File: src/rtl/wisc_pkg.sv
// Shared definitions for the WISC pipeline front end: opcode field layout,
// default datapath widths and the instruction-queue state encoding.
package wisc_pkg;

    localparam int DATA_W_DEF = 16;
    localparam int PC_W_DEF   = 16;

    // Opcode occupies the top five bits of every instruction word.
    localparam int OP_MSB = 15;
    localparam int OP_LSB = 11;
    localparam int OP_W   = OP_MSB - OP_LSB + 1;

    localparam logic [OP_W-1:0] OP_HALT = 5'b00000;

    typedef enum logic [1:0] {
        RUN    = 2'd0,
        DRAIN  = 2'd1,
        HALTED = 2'd2
    } ifq_state_t;

    function automatic logic is_halt(input logic [OP_W-1:0] opcode);
        return opcode == OP_HALT;
    endfunction

endpackage

File: src/rtl/inst_fetch_queue_if.sv
// Fetch/decode handshake bundle for the instruction fetch queue.
// master = fetch/decode side (drives enq_*, deq_ready, flush),
// slave  = the queue itself.
interface inst_fetch_queue_if import wisc_pkg::*; #(
    parameter int DATA_W = DATA_W_DEF,
    parameter int PC_W   = PC_W_DEF,
    parameter int DEPTH  = 4
) ();

    localparam int CNT_W = $clog2(DEPTH) + 1;

    logic              flush;
    logic              enq_valid;
    logic              enq_ready;
    logic [DATA_W-1:0] enq_instr;
    logic [PC_W-1:0]   enq_pc;
    logic              deq_valid;
    logic              deq_ready;
    logic [DATA_W-1:0] deq_instr;
    logic [PC_W-1:0]   deq_pc2;
    logic [CNT_W-1:0]  count;
    logic              halted;

    modport master (
        output flush, enq_valid, enq_instr, enq_pc, deq_ready,
        input  enq_ready, deq_valid, deq_instr, deq_pc2, count, halted
    );

    modport slave (
        input  flush, enq_valid, enq_instr, enq_pc, deq_ready,
        output enq_ready, deq_valid, deq_instr, deq_pc2, count, halted
    );

endinterface

File: src/rtl/ifq_storage.sv
// Entry array for the instruction fetch queue: DEPTH words, one synchronous
// write port and one asynchronous (combinational) read port.
module ifq_storage #(
    parameter int DEPTH = 4,
    parameter int WIDTH = 32
) (
    input  logic                     clk,
    input  logic                     we_i,
    input  logic [$clog2(DEPTH)-1:0] waddr_i,
    input  logic [WIDTH-1:0]         wdata_i,
    input  logic [$clog2(DEPTH)-1:0] raddr_i,
    output logic [WIDTH-1:0]         rdata_o
);

    logic [WIDTH-1:0] mem_q [DEPTH];

    // Write the offered entry into the slot addressed by the write pointer.
    // NOTE: the array is deliberately not reset; occupancy is tracked by the
    // pointers/count, so stale contents are never observed and the array can
    // map onto plain flops or LUT RAM. Non-blocking (<=) is used for every
    // clocked assignment so all registers update together at the edge.
    always_ff @(posedge clk) begin
        if (we_i) begin
            mem_q[waddr_i] <= wdata_i;
        end
    end

    // Head entry is read combinationally so decode sees it in the same cycle.
    always_comb begin
        rdata_o = mem_q[raddr_i];
    end

endmodule

File: src/rtl/inst_fetch_queue.sv
// Instruction fetch queue between fetch and decode.
// Buffers up to DEPTH {instr, pc} entries with valid/ready on both sides,
// flushes on a taken branch/jump and stops accepting after a HALT is fetched,
// entering HALTED once decode consumes it (left only through reset).
// Optional feature: define IFQ_BYPASS_EN to forward an offered instruction
// straight to decode when the queue is empty (zero-latency path).
module inst_fetch_queue import wisc_pkg::*; #(
    parameter int DATA_W = DATA_W_DEF,
    parameter int PC_W   = PC_W_DEF,
    parameter int DEPTH  = 4
) (
    input  logic              clk,
    input  logic              rst,
    inst_fetch_queue_if.slave q
);

    localparam int PTR_W = $clog2(DEPTH);
    localparam int CNT_W = PTR_W + 1;
    localparam int ENT_W = DATA_W + PC_W;

    ifq_state_t       state_q, state_d;
    logic [PTR_W-1:0] rd_ptr_q, rd_ptr_d;
    logic [PTR_W-1:0] wr_ptr_q, wr_ptr_d;
    logic [CNT_W-1:0] count_q, count_d;

    logic              enq_ok;
    logic              enq_fire;
    logic              deq_fire;
    logic              store_valid;
    logic              bypass;
    logic              enq_is_halt;
    logic [ENT_W-1:0]  head_entry;
    logic [DATA_W-1:0] head_instr;
    logic [PC_W-1:0]   head_pc;

    ifq_storage #(
        .DEPTH (DEPTH),
        .WIDTH (ENT_W)
    ) u_storage (
        .clk     (clk),
        .we_i    (enq_fire),
        .waddr_i (wr_ptr_q),
        .wdata_i ({q.enq_instr, q.enq_pc}),
        .raddr_i (rd_ptr_q),
        .rdata_o (head_entry)
    );

    assign {head_instr, head_pc} = head_entry;

    // Handshake qualifiers: who may enqueue/dequeue this cycle, and bypass.
    always_comb begin
        // A full queue refuses new work even if decode drains this cycle.
        enq_ok      = (state_q == RUN) && (count_q < CNT_W'(DEPTH)) && !q.flush;
        store_valid = (count_q != '0) && (state_q != HALTED);
        bypass      = 1'b0;
`ifdef IFQ_BYPASS_EN
        bypass      = (count_q == '0) && (state_q == RUN) && q.enq_valid
                      && q.deq_ready && !q.flush;
`endif
        // A bypassed instruction is handed straight to decode, never stored.
        enq_fire    = q.enq_valid && enq_ok && !bypass;
        deq_fire    = store_valid && q.deq_ready;
        enq_is_halt = q.enq_valid && enq_ok && is_halt(q.enq_instr[OP_MSB:OP_LSB]);
    end

    // Drive decode-side outputs; data reads as zero whenever nothing is valid.
    always_comb begin
        q.enq_ready = enq_ok;
        q.deq_valid = store_valid || bypass;
        q.deq_instr = '0;
        q.deq_pc2   = '0;
        if (bypass) begin
            q.deq_instr = q.enq_instr;
            q.deq_pc2   = q.enq_pc + PC_W'(2);
        end else if (store_valid) begin
            q.deq_instr = head_instr;
            q.deq_pc2   = head_pc + PC_W'(2);
        end
        q.count  = count_q;
        q.halted = (state_q == HALTED);
    end

    // Next-state logic for pointers, occupancy and the RUN/DRAIN/HALTED FSM.
    always_comb begin
        // NOTE: every target gets a default first so no path leaves it
        // unassigned, which would otherwise infer a latch.
        state_d  = state_q;
        rd_ptr_d = rd_ptr_q;
        wr_ptr_d = wr_ptr_q;
        count_d  = count_q;

        if (q.flush && (state_q != HALTED)) begin
            // Flush beats any handshake in the same cycle.
            rd_ptr_d = '0;
            wr_ptr_d = '0;
            count_d  = '0;
            state_d  = RUN;
        end else begin
            if (enq_fire) begin
                wr_ptr_d = wr_ptr_q + 1'b1;
            end
            if (deq_fire) begin
                rd_ptr_d = rd_ptr_q + 1'b1;
            end
            count_d = count_q + CNT_W'(enq_fire) - CNT_W'(deq_fire);

            unique case (state_q)
                RUN: begin
                    if (enq_is_halt) begin
                        state_d = bypass ? HALTED : DRAIN;
                    end
                end
                DRAIN: begin
                    // Nothing is enqueued while draining, so the HALT is
                    // always the last entry: it leaves when count hits zero.
                    if (deq_fire && (count_q == CNT_W'(1))) begin
                        state_d = HALTED;
                    end
                end
                HALTED: begin
                    state_d = HALTED;
                end
                default: begin
                    state_d = RUN;
                end
            endcase
        end
    end

    // State registers with synchronous active-low reset.
    always_ff @(posedge clk) begin
        if (!rst) begin
            state_q  <= RUN;
            rd_ptr_q <= '0;
            wr_ptr_q <= '0;
            count_q  <= '0;
        end else begin
            state_q  <= state_d;
            rd_ptr_q <= rd_ptr_d;
            wr_ptr_q <= wr_ptr_d;
            count_q  <= count_d;
        end
    end

endmodule

File: src/flat_wrapper.sv
// flat-port wrapper written by rule: the top's interface ports become plain ports
module inst_fetch_queue_flat import wisc_pkg::*;
#(
    parameter int DATA_W = DATA_W_DEF,
    parameter int PC_W   = PC_W_DEF,
    parameter int DEPTH  = 4
)
  (clk, rst, q_flush, q_enq_valid, q_enq_instr, q_enq_pc, q_deq_ready, q_enq_ready, q_deq_valid, q_deq_instr, q_deq_pc2, q_count, q_halted);
  inst_fetch_queue_if #(.DATA_W(DATA_W), .PC_W(PC_W), .DEPTH(DEPTH)) q_i ();
  input  logic clk;
  input  logic rst;
  input wire logic [$bits(q_i.flush)-1:0] q_flush;
  input wire logic [$bits(q_i.enq_valid)-1:0] q_enq_valid;
  input wire logic [$bits(q_i.enq_instr)-1:0] q_enq_instr;
  input wire logic [$bits(q_i.enq_pc)-1:0] q_enq_pc;
  input wire logic [$bits(q_i.deq_ready)-1:0] q_deq_ready;
  output wire logic [$bits(q_i.enq_ready)-1:0] q_enq_ready;
  output wire logic [$bits(q_i.deq_valid)-1:0] q_deq_valid;
  output wire logic [$bits(q_i.deq_instr)-1:0] q_deq_instr;
  output wire logic [$bits(q_i.deq_pc2)-1:0] q_deq_pc2;
  output wire logic [$bits(q_i.count)-1:0] q_count;
  output wire logic [$bits(q_i.halted)-1:0] q_halted;
  assign q_i.flush = q_flush;
  assign q_i.enq_valid = q_enq_valid;
  assign q_i.enq_instr = q_enq_instr;
  assign q_i.enq_pc = q_enq_pc;
  assign q_i.deq_ready = q_deq_ready;
  assign q_enq_ready = q_i.enq_ready;
  assign q_deq_valid = q_i.deq_valid;
  assign q_deq_instr = q_i.deq_instr;
  assign q_deq_pc2 = q_i.deq_pc2;
  assign q_count = q_i.count;
  assign q_halted = q_i.halted;
  inst_fetch_queue #(.DATA_W(DATA_W), .PC_W(PC_W), .DEPTH(DEPTH)) u_core (.clk(clk), .rst(rst), .q(q_i));
endmodule
File: config.mk
export PLATFORM = sky130hd
export DESIGN_NAME = inst_fetch_queue_flat
export DESIGN_NICKNAME = d
export VERILOG_FILES = /design/src/rtl/wisc_pkg.sv /design/src/rtl/inst_fetch_queue_if.sv /design/src/rtl/ifq_storage.sv /design/src/rtl/inst_fetch_queue.sv /design/src/flat_wrapper.sv
export SDC_FILE = /design/constraint.sdc
export NUM_CORES = 1
export LEC_CHECK = 0
export ABC_AREA = 1
export CAP_MARGIN = 20
export CORE_MARGIN = 2
export CORE_UTILIZATION = 55
export CTS_CLUSTER_DIAMETER = 50
export DETAILED_ROUTE_END_ITERATION = 12
export PLACE_DENSITY = 0.84
export SETUP_SLACK_MARGIN = 0.3
export SYNTH_ARGS = -nofsm -noshare
export SYNTH_HDL_FRONTEND = slang
export SYNTH_SLANG_ARGS = --single-unit
File: constraint.sdc
create_clock -name clk -period 6.8 [get_ports clk]
set_input_delay 1.7 -clock clk [delete_from_list [all_inputs] [get_ports clk]]
set_output_delay 1.7 -clock clk [all_outputs]
set_load 0.05 [all_outputs]
==> metrics.csv, run 1 <==
stage;metric;value;unit
status;status;finished clean;
clock_tree;post_cts_resized;0;
detailed_routing;met2_length;6.71;mm
yosys;synth-edff-count;128;
detailed_routing;via_count;4409;
yosys;ys_seq_elements;139;
clock_tree;htreeDepth;4;
detailed_routing;top_layer;met4;
sta;finalCriticalPeriod;5.62;ns
power_and_ir_drop;ir_drop;0.000234;V
yosys;synth-seq-area-share;0.658;
yosys;syn_inst;577;
grt;grt_pass1_vias;4404;
grt;grt_max_degree;65;
floorplan;chipWidth;110;um
sta;finalHoldViolations;0;
sta;fin_crit_sh;0.827;
yosys;synth_common_cells;edfxtp_1 (128), nand2_1 (109), nor2_1 (107), o21ai_0 (48), inv_1 (34);
yosys;ys_warn_count;0;
floorplan;initial_utilization;0.567;
yosys;syn_nets;626;
detailed_routing;first_pass_iters;5;
placed_design;place_congestion;0.873;
power_and_ir_drop;p_per_area;288;nW/um2
detailed_routing;drt_iter0_drc;411;
clock_tree;clock-sinks;139;
setup_path;crit_path_start_kind;flop;
detailed_routing;ant_nets;0;
sta;max_freq;178;MHz
power_and_ir_drop;power_leakage;2.79;nW
detailed_routing;dr_wl_met3;891;um
floorplan;rows;38;
detailed_routing;vias_per_cell;5.48;
final_layout;num-fill-cells;755;
worst_hold_path;whs_path_depth;1;
sta;setup-tns-final;0;ns
grt;grt_usage;0.235;
clock_tree;clock_latency;0.52;ns
clock_tree;cts.clk_slew.worst_paths;0.06;ns
worst_hold_path;worstHoldPathType;flop to flop;
final_layout;seqCellArea;4070;um2
floorplan;fp.dieH;110;um
setup_path;crit_required;5.10;ns
setup_path;crit_fanout;38;
detailed_routing;wire_per_inst;16.7;um
grt;antenna_found_initial;0;
yosys;ys_types;28;
placed_design;numPortBuffers;74;
yosys;synth_ff_type;edfxtp_1;
final_layout;area_delta_synth_final;23.4;%
floorplan;die_area;12100;um2
yosys;netlist_area;6170;um2
clock_tree;cts_tree;yes;
yosys;async_reset_ff_frac;0;
final_layout;multi_input_area;1850;um2
clock_tree;root_buffer;clkbuf_8;
run;max_cap_violations;0;
sta;slew_headroom;0.273;
grt;grt_remaining_overflow;0;
clock_tree;post_cts_buffers;0;
yosys;yosysTopAreaCellShare;0.622;
placed_design;dp.final_hpwl;8.11;mm
clock_tree;postCtsHoldBufs;0;
setup_path;cp-end-kind;output port;
yosys;syn_area_per_cell;10.7;um2
detailed_routing;drt_wl_total;13.4;mm
yosys;yosys-top-cells-area;edfxtp_1 (62%), nand2_1 (6.6%), nor2_1 (6.5%), o21ai_0 (3.9%), dfxtp_1 (3.6%);
clock_tree;clock_path_buffers;2;
grt;grt_pass1_wl;21.0;mm
final_layout;utilization;0.700;
setup_path;arrival;3.92;ns
sta;setup_viol_count_final;0;
yosys;yosysMostFrequentCell;edfxtp_1;
final_layout;drive_gt1_frac;0.113;
sta;rsz0062_at_grt;no;
sta;drv_slew;0;
sta;skew;0.0111;ns
floorplan;coreArea;10900;um2
final_layout;antenna_cells;0;
sta;tightest_slew;1.09;ns
clock_tree;cts_buffers;17;
detailed_routing;wl_met1;5.52;mm
floorplan;pin_count;75;
yosys;synth_top_area_cell;edfxtp_1;
detailed_routing;drc;0;
setup_path;ff2ff_path_depth;4;
setup_path;critPathKind;flop to output port;
final_layout;final_nets;700;
==> layout by cell type, fill, tap and decap left out, types with 8 or more instances in the layout <==
| cell | netlist | final |
|---|---|---|
| nor2_4 | 4 | 8 |
| a21oi_1 | 31 | 31 |
| dfxtp_1 | 11 | 10 |
| clkbuf_16 | 0 | 16 |
| nand2_1 | 109 | 109 |
| nand2_2 | 17 | 17 |
| clkdlybuf4s50_1 | 0 | 74 |
| nor2_1 | 107 | 103 |
| inv_1 | 34 | 34 |
| o21ai_0 | 48 | 48 |
| nand3_1 | 30 | 30 |
| edfxtp_1 | 128 | 128 |
| ha_1 | 11 | 11 |
==> power by group <==
group,internal [mW],switching [mW]
clock,0.568,0.361
combinational,0.0961,0.209
sequential,0.952,0.00607
total,1.62,0.576
==> logic make-up (layout without fill, tap and decap cells) <==
family                   count (synthesis)  count (layout)  share of synthesized area
AO/OA/AOI/OAI                           81              81                     0.0663
adder cells (fa/ha/maj)                 12              12                     0.0255
flip-flops                             139             139                      0.658
buffers and inverters                   59             146                     0.0470
XOR/XNOR                                 1               1                    0.00142
AND/OR/NAND/NOR                        285             285                      0.202
==> state kept, by name, summed over array words and instances (netlist names), named ones only <==
register                cells
u_core.state_q              2
u_core.u_storage.mem_q    128
u_core.wr_ptr_q             2
u_core.q.count              3
u_core.rd_ptr_q             2
==> layout make-up <==
| class | instances | share of cell area |
|---|---|---|
| clock buffers | 18 | 0.0549 |
| multi-input cells | 379 | 0.243 |
| well taps | 140 | 0.0230 |
| flip-flops and latches | 139 | 0.534 |
| clock inverters | 14 | 0.0250 |
| repair buffers | 78 | 0.103 |
| inverters | 36 | 0.0177 |
==> worst max-delay path, cell delays in order (launching register included) <==
cell and delay [ns]:
dfxtp_1 0.31, buf_4 0.42, inv_2 0.43, nor2_1 0.19, o21ai_0 0.09, nand2_1 0.23, ha_1 0.20, inv_1 0.05
nor2_2 0.15, nand2_2 0.11, nor2_1 0.17, a21oi_1 0.09, nor2_1 0.13, clkdlybuf4s50_1 0.81
==> per-stage QoR <==
step / setup WS, ns / power, mW / cell area [um2] / hold WS, ns / std cells
floorplan: 2.31 / 1.17 / 6170 / 0.436 / 577
global placement: 1.83 / 1.27 / 6990 / 0.448 / 771
detailed placement: 1.75 / 1.28 / 6990 / 0.463 / 771
CTS: 1.18 / 2.20 / 7600 / 0.477 / 803
global route: 0.831 / 2.26 / 7620 / 0.512 / 804
finish: 1.18 / 2.19 / 7620 / 0.487 / 804
==> worst paths after layout <==
check,slack [ns],from,end
worst max-delay path,1.18,flop,q_deq_pc2[15]
worst min-delay path,0.49,u_core.rd_ptr_q[0]$_SDFFE_PP0P_,u_core.rd_ptr_q[0]$_SDFFE_PP0P_
worst max register to register,4.17,u_core.state_q[0]$_SDFFE_PP0P_,u_core.u_storage.mem_q[1][7]$_DFFE_PP_
worst min register to register,0.49,u_core.rd_ptr_q[0]$_SDFFE_PP0P_,u_core.rd_ptr_q[0]$_SDFFE_PP0P_
==> layer usage <==
layer  vias up  track usage
met1      2110        0.290
met5         -            0
met2       166        0.397
met4         0       0.0995
li1       2106            -
met3        27       0.0569
No activity file was read; power rests on OpenSTA's default activity.
==> run 2: changes to the inputs <==
CORE_UTILIZATION = 50   (was 55)
PLACE_DENSITY = 0.81   (was 0.84)
clock period = 4.5 ns   (was 6.8 ns; I/O delays follow)
==> run 2 against run 1 <==
  * Design area is 2.8% higher
  * Largest power group is now the clock network
  * Total power is 57% higher
  * Sequential power is 51% higher
  * Critical path type unchanged
  * Critical path depth stayed put
  * First-iteration DRC count is 1.7% lower
  * Worst setup slack worse by 0.66 ns
  * Register-to-register slack worse by 2.1 ns
==> metrics.csv, run 2 (synthesis gave the netlist of run 1 again) <==
stage;metric;value;unit;change
status;status;finished clean;;unchanged
placed_design;numPortBuffers;74;;unchanged
sta;fin_crit_sh;0.886;;
grt;grt_max_degree;41;;was 65
worst_hold_path;whs_path_depth;1;;unchanged
floorplan;pin_count;75;;unchanged
clock_tree;root_buffer;clkbuf_16;;was clkbuf_8
placed_design;place_congestion;0.897;;was 0.873
final_layout;regMostFlops;u_core.u_storage.mem_q;;unchanged
final_layout;area_delta_synth_final;26.8;%;was 23.4%
grt;grt_usage;0.215;;was 0.235
sta;finalCriticalPeriod;3.99;ns;
grt;grt_remaining_overflow;0;;unchanged
sta;slew_headroom;0.449;;was 0.273
final_layout;num-fill-cells;861;;was 755
floorplan;initial_utilization;0.514;;was 0.567
clock_tree;clock-sinks;139;;unchanged
setup_path;crit_chain;inv_4 > nor2_1 > nor2_1 > o21ai_0 > nand2_1 > ha_1 > inv_1 > nor2_2 > nand2_2 > nor2_1 > a21oi_1 > nor2_1 > buf_12;;was buf_4 > inv_2 > nor2_1 > o21ai_0 > nand2_1 > ha_1 > inv_1 > nor2_2 > nand2_2 > nor2_1 > a21oi_1 > nor2_1 > clkdlybuf4s50_1
final_layout;seqCellArea;4070;um2;about the same
setup_path;crit_top_cell;nor2_1;;unchanged
clock_tree;cts.clk_slew.worst_paths;0.06;ns;about the same
final_layout;largest_register_ffs;128;;unchanged
power_and_ir_drop;ir_drop;0.000312;V;was 0.000234 V
placed_design;place_inst;785;;was 771
setup_path;ff2ff_setup_slack;2.07;ns;was 4.17 ns
grt;antenna_found_initial;0;;unchanged
detailed_routing;vias_per_cell;5.42;;was 5.48
setup_path;crit_family;simple AND/OR/NAND/NOR gates;;was buffers and inverters
sta;rsz0062_at_grt;no;;unchanged
grt;grt_pass1_vias;4481;;was 4404
setup_path;worst_r2r_endpoint;u_core.u_storage.mem_q[3][0]$_DFFE_PP_;;was u_core.u_storage.mem_q[1][7]$_DFFE_PP_
final_layout;final_cell_mix;edfxtp_1 (128), nand2_1 (109), nor2_1 (103);;unchanged
detailed_routing;via_count;4427;;was 4409
power_and_ir_drop;p_per_area;441;nW/um2;was 288 nW/um2
clock_tree;clock_path_buffers;2;;unchanged
setup_path;critPathKind;flop to output port;;unchanged
detailed_routing;wire_per_inst;16.6;um;was 16.7 um
final_layout;final_nets;706;;was 700
final_layout;drive_gt1_frac;0.169;;was 0.113
worst_hold_path;worstHoldPathType;flop to flop;;unchanged
floorplan;coreArea;12000;um2;was 10900 um2
clock_tree;cts_tree;yes;;unchanged
sta;setup_viol_count_final;0;;unchanged
floorplan;fp.dieH;115;um;was 110 um
clock_tree;clock_latency;0.41;ns;was 0.52 ns
worst_hold_path;hold_end;u_core.rd_ptr_q[0]$_SDFFE_PP0P_;;unchanged
sta;max_freq;251;MHz;
clock_tree;htreeDepth;4;;unchanged
setup_path;arrival;2.86;ns;was 3.92 ns
final_layout;utilization;0.652;;was 0.700
run;max_cap_violations;0;;unchanged
detailed_routing;drt_iter0_drc;404;;was 411
setup_path;crit_path_start_kind;flop;;unchanged
placed_design;dp.final_hpwl;8.65;mm;was 8.11 mm
worst_hold_path;worstHoldStart;u_core.rd_ptr_q[0]$_SDFFE_PP0P_;;unchanged
detailed_routing;drc;0;;unchanged
setup_path;crit_required;3.38;ns;was 5.10 ns
final_layout;antenna_cells;0;;unchanged
sta;tightest_slew;0.826;ns;was 1.09 ns
setup_path;cpPeakStageDelay;0.48;ns;was 0.81 ns
detailed_routing;ant_nets;0;;unchanged
clock_tree;cts_buffers;17;;unchanged
power_and_ir_drop;power_leakage;2.95;nW;was 2.79 nW
final_layout;multi_input_area;1850;um2;unchanged
floorplan;die_area;13300;um2;was 12100 um2
sta;finalHoldViolations;0;;unchanged
sta;setup-tns-final;0;ns;unchanged
setup_path;regToRegStartpoint;u_core.state_q[0]$_SDFFE_PP0P_;;unchanged
setup_path;ff2ff_path_depth;5;;was 4
floorplan;chipWidth;115;um;was 110 um
sta;drv_slew;0;;unchanged
setup_path;slowest_stage;dfxtp_2;;was clkdlybuf4s50_1
grt;grt_pass1_wl;21.6;mm;was 21.0 mm
sta;skew;0.00468;ns;was 0.0111 ns
final_layout;finalNonFillerCells;817;;was 804
setup_path;crit_fanout;26;;was 38
detailed_routing;drt_wl_total;13.5;mm;was 13.4 mm
floorplan;rows;40;;was 38
final_layout;layout_commonest_cell;edfxtp_1;;unchanged
clock_tree;post_cts_buffers;0;;unchanged
detailed_routing;first_pass_iters;6;;was 5
setup_path;cp-end-kind;output port;;unchanged
setup_path;cp_num_buf_inv;3;;was 4
[run 2: layout make-up]
type	instances	area share
Clock buffer	18	0.0548
Clock inverter	14	0.0276
Inverter	36	0.0176
Multi-Input combinational cell	379	0.236
Sequential cell	139	0.519
Tap cell	147	0.0235
Timing Repair Buffer	84	0.121
[run 2: what timing repair did]
| action | CTS | global route |
|---|---|---|
| endpoints found under the hold margin | 0 | 0 |
| gates resized for setup | 0 | 5 |
| endpoints found under the setup margin | 0 | 10 |
| hold buffers | 0 | 0 |
[run 2: worst max path at each step]
| stage | slack, ns | end | depth (start not counted) | start |
|---|---|---|---|---|
| 2_1_floorplan | 0.58 | q_deq_pc2[4] | 6 | u_core.state_q[0]$_SDFFE_PP0P_ |
| 3_3_place_gp | 0.85 | q_enq_ready | 5 | q_flush |
| 3_5_place_dp | 0.81 | q_enq_ready | 5 | q_flush |
| 4_1_cts | 0.34 | q_deq_pc2[12] | 11 | flop |
| 5_1_grt | 0.32 | q_deq_pc2[15] | 13 | flop |
| 6_report | 0.51 | q_deq_pc2[15] | 13 | flop |
[run 2: through the flow]
| stage | total power, mW | setup WS (ns) | area [um2] | hold WS [ns] |
|---|---|---|---|---|
| 6_report | 3.45 | 0.513 | 7830 | 0.478 |
| 5_1_grt | 3.56 | 0.316 | 7830 | 0.501 |
| 4_1_cts | 3.47 | 0.335 | 7820 | 0.473 |
| 3_5_place_dp | 1.97 | 0.808 | 7170 | 0.463 |
| 3_3_place_gp | 1.96 | 0.853 | 7170 | 0.454 |
| 2_1_floorplan | 1.77 | 0.582 | 6170 | 0.436 |
[run 2: metal layers]
layer  part of all wire  routed length [um]  GRT usage
met5                  0                   0          0
met4              0.013                 174     0.0763
met1               0.41                5480      0.259
met2               0.51                6840      0.371
met3              0.077                1040     0.0611
[run 2: power by group]
part	total, mW	internal [mW]	switching [mW]
logic	0.495	0.173	0.322
clock network	1.50	0.986	0.518
registers	1.45	1.44	0.0114
total	3.45	2.60	0.852
==> run 3: changes to the inputs <==
CORE_UTILIZATION = 51   (was 50)
SYNTH_HIERARCHICAL = 1   (was unset)
TNS_END_PERCENT = 5   (was unset)
==> run 3 against run 2 <==
  * Wire length shrank 0.19%
  * Combinational power is 2% higher
  * Non-clock buffer count rose by 2
  * Utilization down 0.63 points
  * Total power shrank 6.2%
  * Area after synthesis is 5.9% higher
  * Sequential cell count decreased by 2
  * Clock power decreased by 13%
  * Largest power group is now registers
  * Sequential share of layout area shrank 2.3 points
==> metrics.csv, run 3 <==
stage;metric;value;unit;change
detailed_routing;drt_iter0_drc;312;;was 404
sta;drv_slew;0;;unchanged
setup_path;crit_path_start_kind;flop;;unchanged
final_layout;largest_register_ffs;128;;unchanged
sta;skew;0.00306;ns;was 0.00468 ns
power_and_ir_drop;p_total;3.24;mW;was 3.45 mW
yosys;async_reset_ff_frac;0;;unchanged
floorplan;die_area;13700;um2;was 13300 um2
sta;max_freq;250;MHz;was 251 MHz
sta;finalCriticalPeriod;3.99;ns;about the same
setup_path;ff2ff_path_depth;11;;was 5
setup_path;cp-end-kind;output port;;unchanged
placed_design;numPortBuffers;74;;unchanged
clock_tree;clock_path_buffers;2;;unchanged
sta;tightest_slew;0.947;ns;was 0.826 ns
detailed_routing;met2_length;7.05;mm;was 6.84 mm
placed_design;pre_cts_ws;0.793;ns;was 0.808 ns
floorplan;coreArea;12600;um2;was 12000 um2
sta;rsz0062_at_grt;no;;unchanged
sta;slew_headroom;0.368;;was 0.449
clock_tree;clock_latency;0.41;ns;about the same
yosys;ys_warn_count;6;;was 0
setup_path;arrival;2.87;ns;was 2.86 ns
yosys;ys_seq_elements;137;;was 139
sta;finalHoldViolations;0;;unchanged
detailed_routing;ant_nets;0;;unchanged
yosys;syn_nets;750;;was 626
yosys;synth_ff_type;edfxtp_1;;unchanged
setup_path;regToRegStartpoint;u_core/state_q[0]$_SDFFE_PP0P_;;was u_core.state_q[0]$_SDFFE_PP0P_
final_layout;layout_commonest_cell;nand2_1;;was edfxtp_1
final_layout;area_delta_synth_final;24.0;%;was 26.8%
status;status;finished clean;;unchanged
worst_hold_path;hold_end;u_core/state_q[0]$_SDFFE_PP0P_;;was u_core.rd_ptr_q[0]$_SDFFE_PP0P_
power_and_ir_drop;ir_drop;0.000292;V;was 0.000312 V
worst_hold_path;worstHoldStart;u_core/state_q[0]$_SDFFE_PP0P_;;was u_core.rd_ptr_q[0]$_SDFFE_PP0P_
floorplan;fp.dieH;117;um;was 115 um
grt;grt_remaining_overflow;0;;unchanged
detailed_routing;first_pass_iters;5;;was 6
detailed_routing;dr_wl_met3;744;um;was 1.04 mm
worst_hold_path;whs_path_depth;2;;was 1
final_layout;antenna_cells;0;;unchanged
grt;grt_max_degree;67;;was 41
setup_path;crit_required;3.38;ns;about the same
final_layout;final_nets;832;;was 706
power_and_ir_drop;p_per_area;399;nW/um2;was 441 nW/um2
detailed_routing;via_count;4626;;was 4427
placed_design;place_congestion;0.801;;was 0.897
setup_path;ff2ff_setup_slack;2.19;ns;was 2.07 ns
detailed_routing;wl_met1;5.50;mm;was 5.48 mm
sta;fin_crit_sh;0.887;;was 0.886
final_layout;regMostFlops;u_core/u_storage/mem_q;;was u_core.u_storage.mem_q
sta;setup_viol_count_final;0;;unchanged
yosys;syn_inst;705;;was 577
yosys;ys_types;26;;was 28
grt;grt_pass1_wl;21.0;mm;was 21.6 mm
placed_design;dp.final_hpwl;8.18;mm;was 8.65 mm
clock_tree;postCtsHoldBufs;0;;unchanged
detailed_routing;drt_wl_total;13.5;mm;about the same
clock_tree;cts.clk_slew.worst_paths;0.05;ns;was 0.06 ns
detailed_routing;vias_per_cell;4.76;;was 5.42
yosys;synth_common_cells;nand2_1 (191), inv_1 (183), edfxtp_1 (128), nand3_1 (71), nor2_1 (45);;was edfxtp_1 (128), nand2_1 (109), nor2_1 (107), o21ai_0 (48), inv_1 (34)
clock_tree;htreeDepth;4;;unchanged
clock_tree;post_cts_resized;0;;unchanged
setup_path;crit_fanout;66;;was 26
clock_tree;post_cts_buffers;0;;unchanged
clock_tree;cts_tree;yes;;unchanged
yosys;syn_area_per_cell;9.28;um2;was 10.7 um2
detailed_routing;drc;0;;unchanged
power_and_ir_drop;power_leakage;3.71;nW;was 2.95 nW
yosys;synth-seq-area-share;0.615;;was 0.658
final_layout;num-fill-cells;942;;was 861
clock_tree;cts_buffers;17;;unchanged
yosys;synth_top_area_cell;edfxtp_1;;unchanged
grt;grt_usage;0.207;;was 0.215
floorplan;rows;41;;was 40
yosys;yosysMostFrequentCell;nand2_1;;was edfxtp_1
clock_tree;clock-sinks;137;;was 139
run;max_cap_violations;0;;unchanged
detailed_routing;top_layer;met4;;unchanged
grt;antenna_found_initial;0;;unchanged
floorplan;chipWidth;117;um;was 115 um
setup_path;critPathKind;flop to output port;;unchanged
yosys;netlist_area;6540;um2;was 6170 um2
sta;setup-tns-final;0;ns;unchanged
floorplan;pin_count;75;;unchanged
yosys;synth-edff-count;128;;unchanged
yosys;yosysTopAreaCellShare;0.588;;was 0.622
setup_path;worst_r2r_endpoint;u_core/q.count[2]$_SDFF_PP0_;;was u_core.u_storage.mem_q[3][0]$_DFFE_PP_
floorplan;initial_utilization;0.520;;was 0.514
final_layout;drive_gt1_frac;0.111;;was 0.169
final_layout;final_cell_mix;nand2_1 (191), inv_1 (183), edfxtp_1 (128);;was edfxtp_1 (128), nand2_1 (109), nor2_1 (103)
worst_hold_path;worstHoldPathType;flop to flop;;unchanged
sta;fin_ws;0.507;ns;was 0.513 ns
detailed_routing;wire_per_inst;13.9;um;was 16.6 um
yosys;yosys-top-cells-area;edfxtp_1 (59%), nand2_1 (11%), inv_1 (11%), nand3_1 (5.4%), dfxtp_1 (2.8%);;was edfxtp_1 (62%), nand2_1 (6.6%), nor2_1 (6.5%), o21ai_0 (3.9%), dfxtp_1 (3.6%)
clock_tree;root_buffer;clkbuf_16;;unchanged
grt;grt_pass1_vias;4361;;was 4481
==> run 3: changes by cell type in the layout (fill, tap and decap cells not counted), sizes merged, moves of 3 or more <==
cell	previous run	this run
bufinv	5	2
xor2	0	3
nor3	4	10
nand4	1	4
clkinv	5	8
nand2	127	193
inv	39	186
nor2	117	48
a21oi	31	9
nand3	35	73
o21ai	48	7
buf	41	44
ha	11	7
==> run 3: report_power, final <==
part,internal (mW),switching (mW),leakage (nW)
Sequential,1.42,0.00822,1.24
Combinational,0.177,0.329,2.20
Clock,0.806,0.497,0.267
==> run 3: worst max path at each step <==
| stage | start | end | slack, ns | cells after the start |
|---|---|---|---|---|
| global placement | q_flush | q_enq_ready | 0.79 | 5 |
| global route | u_core/rd_ptr_q[0]$_SDFFE_PP0P_ | q_deq_pc2[11] | 0.39 | 11 |
| finish | u_core/rd_ptr_q[0]$_SDFFE_PP0P_ | q_deq_pc2[11] | 0.51 | 11 |
| CTS | u_core/rd_ptr_q[0]$_SDFFE_PP0P_ | q_deq_pc2[11] | 0.51 | 11 |
| floorplan | q_flush | u_core/u_storage/mem_q[0][0]$_DFFE_PP_ | 0.29 | 5 |
| detailed placement | q_flush | q_enq_ready | 0.79 | 5 |
==> run 3: kinds of logic after synthesis <==
kind of cell,count (synthesis),synth area share
buffers and inverters,209,0.134
AND/OR/NAND/NOR,329,0.215
flip-flops,137,0.615
XOR/XNOR,5,0.00670
AO/OA/AOI/OAI,17,0.0134
adder cells (fa/ha/maj),8,0.0164
==> run 3: through the flow <==
step | util | std cells | area, um2 | hold slack [ns]
after detailed placement | 0.601 | 940 | 7550 | 0.518
final | 0.646 | 971 | 8110 | 0.529
after global placement | 0.601 | 940 | 7550 | 0.497
after CTS | 0.646 | 971 | 8110 | 0.529
after floorplan | - | 705 | 6540 | 0.460
after global routing | 0.646 | 971 | 8110 | 0.558
==> run 3: layout make-up <==
| cell class | instances | area, um2 | share of cell area |
|---|---|---|---|
| multi-input combinational | 359 | 1660 | 0.205 |
| clock inverter | 13 | 131 | 0.0162 |
| inverter | 186 | 698 | 0.0860 |
| tap | 172 | 215 | 0.0265 |
| sequential | 137 | 4030 | 0.496 |
| timing repair buffer | 86 | 951 | 0.117 |
| clock buffer | 18 | 429 | 0.0529 |
==> run 3: metal layers <==
| metal | track usage | vias up |
|---|---|---|
| met5 | 0 | - |
| met2 | 0.364 | 141 |
| met3 | 0.0438 | 19 |
| met4 | 0.0878 | 0 |
| met1 | 0.246 | 2130 |
| li1 | - | 2336 |
==> run 3: worst max-delay path: stages (launching register included) <==
cell     delay (ns)
dfxtp_2        0.33
buf_4          0.54
nand2_1        0.14
nand3_1        0.12
nand2_1        0.11
ha_1           0.26
nand3_2        0.13
nor2_4         0.06
nand2_4        0.10
nor3_1         0.05
nor3b_1        0.36
buf_12         0.19
